**config.mk**
```make
export PLATFORM = sky130hd
export DESIGN_NAME = uart_rx_frame_check
export DESIGN_NICKNAME = d
export VERILOG_FILES = /design/src/rtl/uart_rx_pkg.sv /design/src/rtl/uart_sat_counter.sv /design/src/rtl/uart_rx_frame_check.sv
export SDC_FILE = /design/constraint.sdc
export NUM_CORES = 1
export LEC_CHECK = 0
export CAP_MARGIN = 10
export CORE_AREA = 2 2 93 68
export DETAILED_ROUTE_END_ITERATION = 12
export DIE_AREA = 0 0 95 70
export PLACE_DENSITY_LB_ADDON = 0.1
export SLEW_MARGIN = 20
export SYNTH_ARGS = -nofsm -noshare
export SYNTH_HDL_FRONTEND = slang
export SYNTH_HIERARCHICAL = 1
export SYNTH_SLANG_ARGS = --single-unit
```
**constraint.sdc**
```tcl
create_clock -name clk -period 2.9 [get_ports clk]
set_input_delay 0.58 -clock clk [delete_from_list [all_inputs] [get_ports clk]]
set_output_delay 0.58 -clock clk [all_outputs]
set_load 0.01 [all_outputs]
```
**src/rtl/uart_rx_pkg.sv**
```systemverilog
// Shared types, parity-mode constants and parameter range checks for the
// UART receive frame checker.
package uart_rx_pkg;

  typedef enum logic [2:0] {
    IDLE,
    START,
    DATA,
    PARITY,
    STOP
  } rx_state_t;

  localparam logic PAR_EVEN = 1'b0;
  localparam logic PAR_ODD  = 1'b1;

  function automatic bit data_width_ok(input int unsigned width);
    return (width >= 5) && (width <= 9);
  endfunction

  function automatic bit stop_bits_ok(input int unsigned bits);
    return (bits == 1) || (bits == 2);
  endfunction

  // ones_odd is the XOR of all data bits and the received parity bit.
  function automatic logic parity_error(input logic ones_odd, input logic mode);
    return (mode == PAR_EVEN) ? ones_odd : ~ones_odd;
  endfunction

endpackage

```
**src/rtl/uart_sat_counter.sv**
```systemverilog
// Saturating event counter; a synchronous clear wins over an increment.
module uart_sat_counter #(
  parameter int unsigned WIDTH = 8
) (
  input  logic             clk,
  input  logic             rst,
  input  logic             inc,
  input  logic             clr,
  output logic [WIDTH-1:0] count
);

  logic [WIDTH-1:0] count_q;
  logic [WIDTH-1:0] count_d;

  always_comb begin
    count_d = count_q;
    if (clr) begin
      count_d = '0;
    end else if (inc && (count_q != '1)) begin
      count_d = count_q + 1'b1;
    end
  end

  always_ff @(posedge clk or posedge rst) begin
    if (rst) begin
      count_q <= '0;
    end else begin
      count_q <= count_d;
    end
  end

  assign count = count_q;

endmodule

```
**src/rtl/uart_rx_frame_check.sv**
```systemverilog
// UART receive frame checker: validates start, data, optional parity and stop
// bits from mid-bit samples and reports per-frame errors plus running counts.
module uart_rx_frame_check
  import uart_rx_pkg::*;
#(
  parameter int unsigned DATA_WIDTH = 8,
  parameter int unsigned STOP_BITS  = 1,
  parameter int unsigned CNT_WIDTH  = 8
) (
  input  logic                  clk,
  input  logic                  rst,
  input  logic                  start_edge,
  input  logic                  bit_valid,
  input  logic                  sampled_bit,
  input  logic                  par_en,
  input  logic                  par_odd,
  input  logic                  clr_cnt,
  output logic                  busy,
  output logic [DATA_WIDTH-1:0] data_out,
  output logic                  data_valid,
  output logic                  start_glitch,
  output logic                  parity_err,
  output logic                  stop_err,
  output logic [CNT_WIDTH-1:0]  glitch_cnt,
  output logic [CNT_WIDTH-1:0]  parity_cnt,
  output logic [CNT_WIDTH-1:0]  stop_cnt
);

  if (!data_width_ok(DATA_WIDTH)) begin : g_bad_data_width
    $error("uart_rx_frame_check: DATA_WIDTH must be in 5..9");
  end
  if (!stop_bits_ok(STOP_BITS)) begin : g_bad_stop_bits
    $error("uart_rx_frame_check: STOP_BITS must be 1 or 2");
  end

  localparam int unsigned IDX_W = $clog2(DATA_WIDTH);
  localparam logic [IDX_W-1:0] LAST_DATA = IDX_W'(DATA_WIDTH - 1);
  localparam logic [IDX_W-1:0] LAST_STOP = IDX_W'(STOP_BITS - 1);

  rx_state_t             state_q, state_d;
  logic [IDX_W-1:0]      bit_idx_q, bit_idx_d;
  logic [DATA_WIDTH-1:0] shift_q, shift_d;
  logic                  par_en_q, par_en_d;
  logic                  par_odd_q, par_odd_d;
  logic                  par_flag_q, par_flag_d;
  logic                  stop_flag_q, stop_flag_d;
  logic                  busy_q, busy_d;
  logic [DATA_WIDTH-1:0] data_out_q, data_out_d;
  logic                  data_valid_q, data_valid_d;
  logic                  start_glitch_q, start_glitch_d;
  logic                  parity_err_q, parity_err_d;
  logic                  stop_err_q, stop_err_d;
  logic                  stop_now;

  // NOTE: every signal gets a default before the case so no path leaves one unassigned and infers a latch.
  always_comb begin
    state_d        = state_q;
    bit_idx_d      = bit_idx_q;
    shift_d        = shift_q;
    par_en_d       = par_en_q;
    par_odd_d      = par_odd_q;
    par_flag_d     = par_flag_q;
    stop_flag_d    = stop_flag_q;
    data_out_d     = data_out_q;
    data_valid_d   = 1'b0;
    start_glitch_d = 1'b0;
    parity_err_d   = 1'b0;
    stop_err_d     = 1'b0;
    stop_now       = stop_flag_q | ~sampled_bit;

    unique case (state_q)
      IDLE: begin
        if (start_edge) begin
          par_en_d  = par_en;
          par_odd_d = par_odd;
          state_d   = START;
        end
      end
      START: begin
        if (bit_valid) begin
          if (sampled_bit) begin
            start_glitch_d = 1'b1;
            state_d        = IDLE;
          end else begin
            bit_idx_d   = '0;
            par_flag_d  = 1'b0;
            stop_flag_d = 1'b0;
            state_d     = DATA;
          end
        end
      end
      DATA: begin
        if (bit_valid) begin
          shift_d = {sampled_bit, shift_q[DATA_WIDTH-1:1]};
          if (bit_idx_q == LAST_DATA) begin
            bit_idx_d = '0;
            state_d   = par_en_q ? PARITY : STOP;
          end else begin
            bit_idx_d = bit_idx_q + 1'b1;
          end
        end
      end
      PARITY: begin
        if (bit_valid) begin
          par_flag_d = parity_error(^shift_q ^ sampled_bit, par_odd_q);
          state_d    = STOP;
        end
      end
      STOP: begin
        if (bit_valid) begin
          stop_flag_d = stop_now;
          if (bit_idx_q == LAST_STOP) begin
            data_out_d   = shift_q;
            data_valid_d = 1'b1;
            parity_err_d = par_flag_q;
            stop_err_d   = stop_now;
            state_d      = IDLE;
          end else begin
            bit_idx_d = bit_idx_q + 1'b1;
          end
        end
      end
      default: state_d = IDLE;
    endcase

    busy_d = (state_d != IDLE);
  end

  // NOTE: sequential state uses non-blocking assignments so every flop samples pre-edge values.
  always_ff @(posedge clk or posedge rst) begin
    if (rst) begin
      state_q        <= IDLE;
      bit_idx_q      <= '0;
      shift_q        <= '0;
      par_en_q       <= 1'b0;
      par_odd_q      <= 1'b0;
      par_flag_q     <= 1'b0;
      stop_flag_q    <= 1'b0;
      busy_q         <= 1'b0;
      data_out_q     <= '0;
      data_valid_q   <= 1'b0;
      start_glitch_q <= 1'b0;
      parity_err_q   <= 1'b0;
      stop_err_q     <= 1'b0;
    end else begin
      state_q        <= state_d;
      bit_idx_q      <= bit_idx_d;
      shift_q        <= shift_d;
      par_en_q       <= par_en_d;
      par_odd_q      <= par_odd_d;
      par_flag_q     <= par_flag_d;
      stop_flag_q    <= stop_flag_d;
      busy_q         <= busy_d;
      data_out_q     <= data_out_d;
      data_valid_q   <= data_valid_d;
      start_glitch_q <= start_glitch_d;
      parity_err_q   <= parity_err_d;
      stop_err_q     <= stop_err_d;
    end
  end

  assign busy         = busy_q;
  assign data_out     = data_out_q;
  assign data_valid   = data_valid_q;
  assign start_glitch = start_glitch_q;
  assign parity_err   = parity_err_q;
  assign stop_err     = stop_err_q;

  // Counters step on the same edge that registers the matching pulse.
  uart_sat_counter #(.WIDTH(CNT_WIDTH)) u_glitch_cnt (
    .clk   (clk),
    .rst   (rst),
    .inc   (start_glitch_d),
    .clr   (clr_cnt),
    .count (glitch_cnt)
  );

  uart_sat_counter #(.WIDTH(CNT_WIDTH)) u_parity_cnt (
    .clk   (clk),
    .rst   (rst),
    .inc   (parity_err_d),
    .clr   (clr_cnt),
    .count (parity_cnt)
  );

  uart_sat_counter #(.WIDTH(CNT_WIDTH)) u_stop_cnt (
    .clk   (clk),
    .rst   (rst),
    .inc   (stop_err_d),
    .clr   (clr_cnt),
    .count (stop_cnt)
  );

endmodule

```
* Word-level counts from Yosys, hierarchy flattened *
Cells that the tools add are included.

cells by class
  bitwise operators = 4
  divide/modulo/power cells = 0
  $lt $le $gt $ge = 0
  muxes and demuxes = 42
  equality and inequality tests = 14
  multiply operators = 0
  shifts and indexed selects = 0
  add/sub/neg operators = 4
  reduce and logical (&&, ||, !) cells = 19

operators with widths
  kind                   count
  $mux W8                6
  $mux W3                14
  $add A8 B1 Y8 const B  3
  $ne A8 B8 Y1 const B   3
  $mux W1                17
  $pmux W3 S5            1
  $ne A2 B2 Y1 const B   6
  $reduce_bool A2 Y1     5
  $pmux W3 S3            1
  $reduce_and A4 Y1      2
  $reduce_xor A8 Y1      1
  $eq A3 B2 Y1 const B   2
  $eq A3 B3 Y1 const B   2
  $logic_not A3 Y1       2
  $reduce_and A6 Y1      1
  $reduce_bool A3 Y1     2
  $pmux W1 S2            2
  $reduce_and A2 Y1      2
  $add A3 B1 Y3 const B  1
  $eq A3 B1 Y1 const B   1
  $logic_and A1 B1 Y1    3
  $reduce_and A3 Y1      1
  $mux W2                1
  $not A1 Y1             2
  other kinds (2)        2

word-level totals
  memories kept = 0
  output and inout bits = 37
  bits in latches = 0
  flip-flop bits (word level) = 55
  logic and storage cells = 99
  RAM bits = 0
  bits in read-only memories = 0
  bits of input ports = 8

* Depth between registers and ports, before layout *
  word-level depth = 8
  gate-level depth with buffers = 9
  gate-level depth less buffers = 9

* Hierarchy *
The synthesis kept the hierarchy.

modules (own cells, without submodules)
  module               cells an instance  times used  seq. area each (um2)  area an instance (um2)
  uart_sat_counter     49                 3           200.2                 504.2
  uart_rx_frame_check  119                1           775.7                 1487.7

* Worst setup path after synthesis *
No wires, ideal clock.

  path kind = reg2reg
  start = register bit_idx_q[0]
  end = register u_stop_cnt.count_q[5], in the netlist u_stop_cnt/count[5]
  arrival time = 2121 ps
  setup slack = 654 ps
  setup time = 125 ps
  stages on the path, launching flop included = 9
  buffers on the path = 0
  data required time = 2775 ps
  cells stage by stage = dfrtp_1 > inv_1 > ha_1 > nor2b_1 > nand4_4 > a21oi_1 > nand4_1 > a211oi_2 > mux2_4

on the way
  word-level cells in the longest chain between the ends = 6

RTL lines
  element                       RTL line                    text
  start, declared               uart_rx_frame_check.sv:41   logic [IDX_W-1:0] bit_idx_q, bit_idx_d;
  start signal, assigned        uart_rx_frame_check.sv:147  bit_idx_q <= bit_idx_d;
  $logic_not A3 Y1              uart_rx_frame_check.sv:112  if (bit_idx_q == LAST_STOP) begin
  $mux W1                       uart_rx_frame_check.sv:112
  $mux W1                       uart_rx_frame_check.sv:110  if (bit_valid) begin
  $mux W1                       uart_rx_frame_check.sv:71   unique case (state_q)
  via stop_err_d                uart_rx_frame_check.sv:52   logic stop_err_q, stop_err_d;
  $logic_and A1 B1 Y1           uart_sat_counter.sv:19      end else if (inc && (count_q != '1)) begin
  $reduce_bool A2 Y1 (no line)  n/a
  end signal, assigned          uart_sat_counter.sv:28      count_q <= count_d;
  end, declared                 uart_sat_counter.sv:12      logic [WIDTH-1:0] count_q;

The timed path passes the listed nets, and every way through them passes these cells.
A chain may end at the register's enable or synchronous reset.

* Worst setup path after layout *
  start = register bit_idx_q[0]
  end = register u_parity_cnt.count_q[5], in the netlist u_parity_cnt/count[5]

on the way
  word-level cells in the longest chain between the ends = 6

RTL lines
  element                       RTL line                    text
  $logic_not A3 Y1              uart_rx_frame_check.sv:112
  $mux W1                       uart_rx_frame_check.sv:112
  $mux W1                       uart_rx_frame_check.sv:110
  $mux W1                       uart_rx_frame_check.sv:71
  via parity_err_d              uart_rx_frame_check.sv:51   logic parity_err_q, parity_err_d;
  $logic_and A1 B1 Y1           uart_sat_counter.sv:19
  $reduce_bool A2 Y1 (no line)  n/a
  end signal, assigned          uart_sat_counter.sv:28
  end, declared                 uart_sat_counter.sv:12

The timed path passes the listed nets, and every way through them passes these cells.

==> results <==
- The run finished with clean final reports.
- The first global-routing pass estimated 9580 um of wire.
- The average wire per cell in the routed design is 14.5 um.
- The number of flops mapped to enable cells by yosys is 0.
- The leading register cell type out of synthesis is dfrtp_1.
- Traced cell by cell, the critical path runs through inv_1 -> ha_1 -> nor2b_1 -> nand4_4 -> inv_1 -> and2_1 -> nand4_1 -> a211oi_2 -> mux2_4.
- After synthesis, the cell types taking the most area are dfrtp_1, mux2_2, mux2_4.
- The final critical-path required period is 2.59 ns.
- The die covers 6650 um2.
- The detailed router placed 2103 vias in this run.
- For the pin with the worst max-slew slack, the measured transition is 0.501 ns.
- Counting instances in the post-synthesis netlist gives the leading cell types as dfrtp_1, mux2_2, nand2_1.
- The gate family responsible for the most delay along the worst path is simple AND/OR/NAND/NOR gates.
- The worst slew margin relative to its limit is 66.6%.
- Across the VDD grid, the largest voltage drop is 460 uV.
- Combinational cells account for 31.3% of the total power.
- The x dimension of the die is 95 um.
- After technology mapping, the gate count stands at 266.
- The number of hold violations in the final report was 0.
- The root buffer cell is clkbuf_8.
- Cells with a size suffix above 1 make up 18.9% of the layout.
- Counting distinct cell types in the post-synthesis netlist gives 50.
- The maximum operating frequency is 386 MHz.
- Of all nets on the critical path, the largest fanout is 10.
- The max-slew violation count is 0.
- The mapped cell area is 3000 um2.
- STA classifies the critical path startpoint as a flop.
- Clock-pin slew was measured on the worst setup and hold paths at 0.10 ns.
- At the end of the flow, the number of nets in the layout was 325.
- The detail route stage leaves a number of antenna-violating nets equal to 0.
- Along the worst hold path, the cell count comes to 1.
- The worst reg-to-reg path cell count is 9.
- STA classifies the critical path endpoint as a flop.
- Buffers inserted to repair hold after CTS numbered 0.
- The clock network latency to the later pin of the worst-skew pair is 0.30 ns.
- Setup repair after global routing left no endpoint under its margin.
- 0 antenna diodes ended up in the layout.
- The sequential-to-total area share from yosys stat is 45.9%.
- The H-tree was split into 2 levels.
- The total power divided by cell area is 614 nW/um2.
- The cell taking the most area after synthesis is dfrtp_1.
- The remaining global-route overflow is 0.
- In this run the critical register-to-register path is launched from bit_idx_q[0]$_DFFE_PP0P_.
- The startpoint identified for the worst hold timing path is data_out[5]$_DFFE_PP0P_.
- Summed over all nets, the switching power comes to 700 uW.
- Wires add up to 5650 um.
- The clock group share of total power is 20.3%.
- The analysis attributes to cell leakage a power of 1.62 nW.
- The via count of the first global-routing pass was 1965.
- The switching share of power is 31.8%.
- Between clock sinks in the finished design, the worst skew comes to 0.00527 ns.
- From bottom edge to top edge, the die measures 70 um.
- The initial antenna violation count is 0.
- On the critical path, the stage with the largest delay is an instance of dfrtp_1.
- The TritonCTS clock tree is done.
- The iteration count of the initial detailed-routing pass is 4.
- After detailed routing, the number of vias per cell comes to 5.39.
- dfrtp_1 is the most common cell in the netlist.
- The hold path endpoint is data_out[5]$_DFFE_PP0P_.
- Clock tree synthesis found a total of 55 sinks.
- The register bit total from synthesis is 55.
- In this run the core area contains 24 standard-cell rows.
- The sequential power share is 48.4%.
- Dividing the synthesized area by the synthesized cell count gives 11.3 um2.
- Across all hold checks on the routed design, the worst slack comes to 0.518 ns.
- The estimated wirelength of the detail-placed design is 4010 um.
- The global-route usage over all layers is 18.1%.
- For this run, design rule violations remaining after detail routing come to 0.
- After filler insertion, the fill cell instance count of the layout stands at 485.
- The area of the core is 5920 um2.
- The detailed router finished its first iteration with 95 violations.
- The internal power is 1.50 mW.
- The number of warning messages in the yosys log is 6.
- The critical path buffer and inverter count is 2.
- The share of the core filled with cells is 60.6%.
- The area growth from synthesis to layout is 19.5%.
- The number of gates resized after CTS was 0.
- TritonCTS created 5 clock buffers.
- The largest stage delay on the critical path is 0.43 ns.
- The I/O pin total is 45.
- The maximum root-to-sink buffer count is 2.
- The worst path required time is 3.10 ns.
- The worst path uses 89.2% of the clock period.
- Data on the critical path arrives at its endpoint at 2.79 ns.
- Once the floorplan was initialized, standard cells occupied 50.7% of the core.
- Entering global routing, the biggest net connects 32 pins.
- The net count of the mapped netlist is 280.
- The global placer's final weighted congestion is 0.840.
- The critical setup path kind is flop to flop.
- The post-route setup TNS is 0 ns.
- The flop-to-flop setup slack is 0.31 ns.
- The setup violation total in the final timing report is 0.
- The start point of the critical path is bit_idx_q[0]$_DFFE_PP0P_.
- The number of buffers inserted by post-CTS setup repair is 0.
- In this run the worst hold path is classified as flop to flop.
- The number of port buffers is 44.
- Of the post-synthesis cell area, the dominant cell type holds 45.9%.
- After synthesis, the share of flip-flops with an asynchronous set or reset is 100%.
- In this run the critical register-to-register path is captured at u_parity_cnt/count[5]$_DFFE_PP0P_.
- The number of violations of the max-capacitance limit is 0.
- The most numerous cell type found on the critical path is inv_1.
stage by stage:
stage	total power [mW]	cells	setup slack [ns]	area [um2]
4_1_cts	2.23	390	0.315	3580
3_3_place_gp	1.76	382	0.317	3490
6_report	2.20	390	0.312	3580
2_1_floorplan	1.60	266	0.654	3000
5_1_grt	2.34	390	0.0974	3580
3_5_place_dp	1.77	382	0.239	3490
worst reg2reg max path, cell delays in order, from the launching register on:
cell and delay [ns]:
dfrtp_1 0.43, inv_1 0.07, ha_1 0.16, nor2b_1 0.33, nand4_4 0.27, inv_1 0.14, and2_1 0.26, nand4_1 0.23
a211oi_2 0.29, mux2_4 0.32
registers in the layout, summed over array words and instances, names as in the netlist, 3 cells and up:
name,flops
data_out,8
shift_q,8
u_glitch_cnt/count,8
u_parity_cnt/count,8
u_stop_cnt/count,8
bit_idx_q,3
state_q,3
worst max path at each step:
stage | to | slack, ns | depth (start not counted)
final | u_parity_cnt/count[5]$_DFFE_PP0P_ | 0.31 | 9
after global routing | u_parity_cnt/count[5]$_DFFE_PP0P_ | 0.1 | 9
after CTS | u_parity_cnt/count[5]$_DFFE_PP0P_ | 0.31 | 9
after detailed placement | u_parity_cnt/count[5]$_DFFE_PP0P_ | 0.24 | 7
after global placement | u_parity_cnt/count[5]$_DFFE_PP0P_ | 0.32 | 7
after floorplan | u_stop_cnt/count[5]$_DFFE_PP0P_ | 0.65 | 8
layer usage:
| metal | share of wire, % | track usage [%] | vias up |
|---|---|---|---|
| li1 | - | - | 1038 |
| met1 | 53 | 28.2 | 1024 |
| met2 | 43 | 26.5 | 39 |
| met3 | 3.1 | 3.56 | 2 |
| met4 | 0.51 | 3.38 | 0 |
| met5 | 0 | 0 | - |
layout by cell type, fill, tap and decap left out, drive strengths merged, types with 4 or more instances in the layout:
cell type / Yosys / routed
clkdlybuf4s50: 0 / 44
xnor2: 6 / 6
mux2: 30 / 30
nor2: 14 / 14
mux2i: 5 / 5
o21ai: 7 / 7
nand2b: 5 / 5
inv: 14 / 14
clkbuf: 3 / 7
ha: 6 / 6
nand3: 10 / 10
a21boi: 4 / 4
nor2b: 15 / 15
a21oi: 16 / 16
nand2: 19 / 19
buf: 7 / 4
nor3: 4 / 4
dfrtp: 55 / 55
nand4: 7 / 7
power by group through the flow:
stage	combinational (mW)	sequential, mW	clock (mW)
global route	0.758	1.09	0.488
finish	0.688	1.07	0.447
detailed placement	0.689	1.08	0
global placement	0.682	1.08	0
floorplan	0.560	1.04	0
CTS	0.697	1.07	0.462
logic make-up after synthesis:
family	share of synthesized area [%]
muxes	14.4
AOI/OAI and AO/OA	11.3
buffers and inverters	4.38
adders and majority gates	2.50
xor gates and xnor gates	2.79
and+or+nand+nor	18.7
DFF	45.9
layout make-up:
class | count | area (um2) | area share [%]
Timing Repair Buffer | 48 | 470 | 13.1
Inverter | 14 | 52.6 | 1.47
Clock inverter | 1 | 8.76 | 0.244
Tap cell | 78 | 97.6 | 2.72
Multi-Input combinational cell | 187 | 1490 | 41.6
Clock buffer | 7 | 86.3 | 2.41
Sequential cell | 55 | 1380 | 38.4
Power figures use the tool's default switching activity.
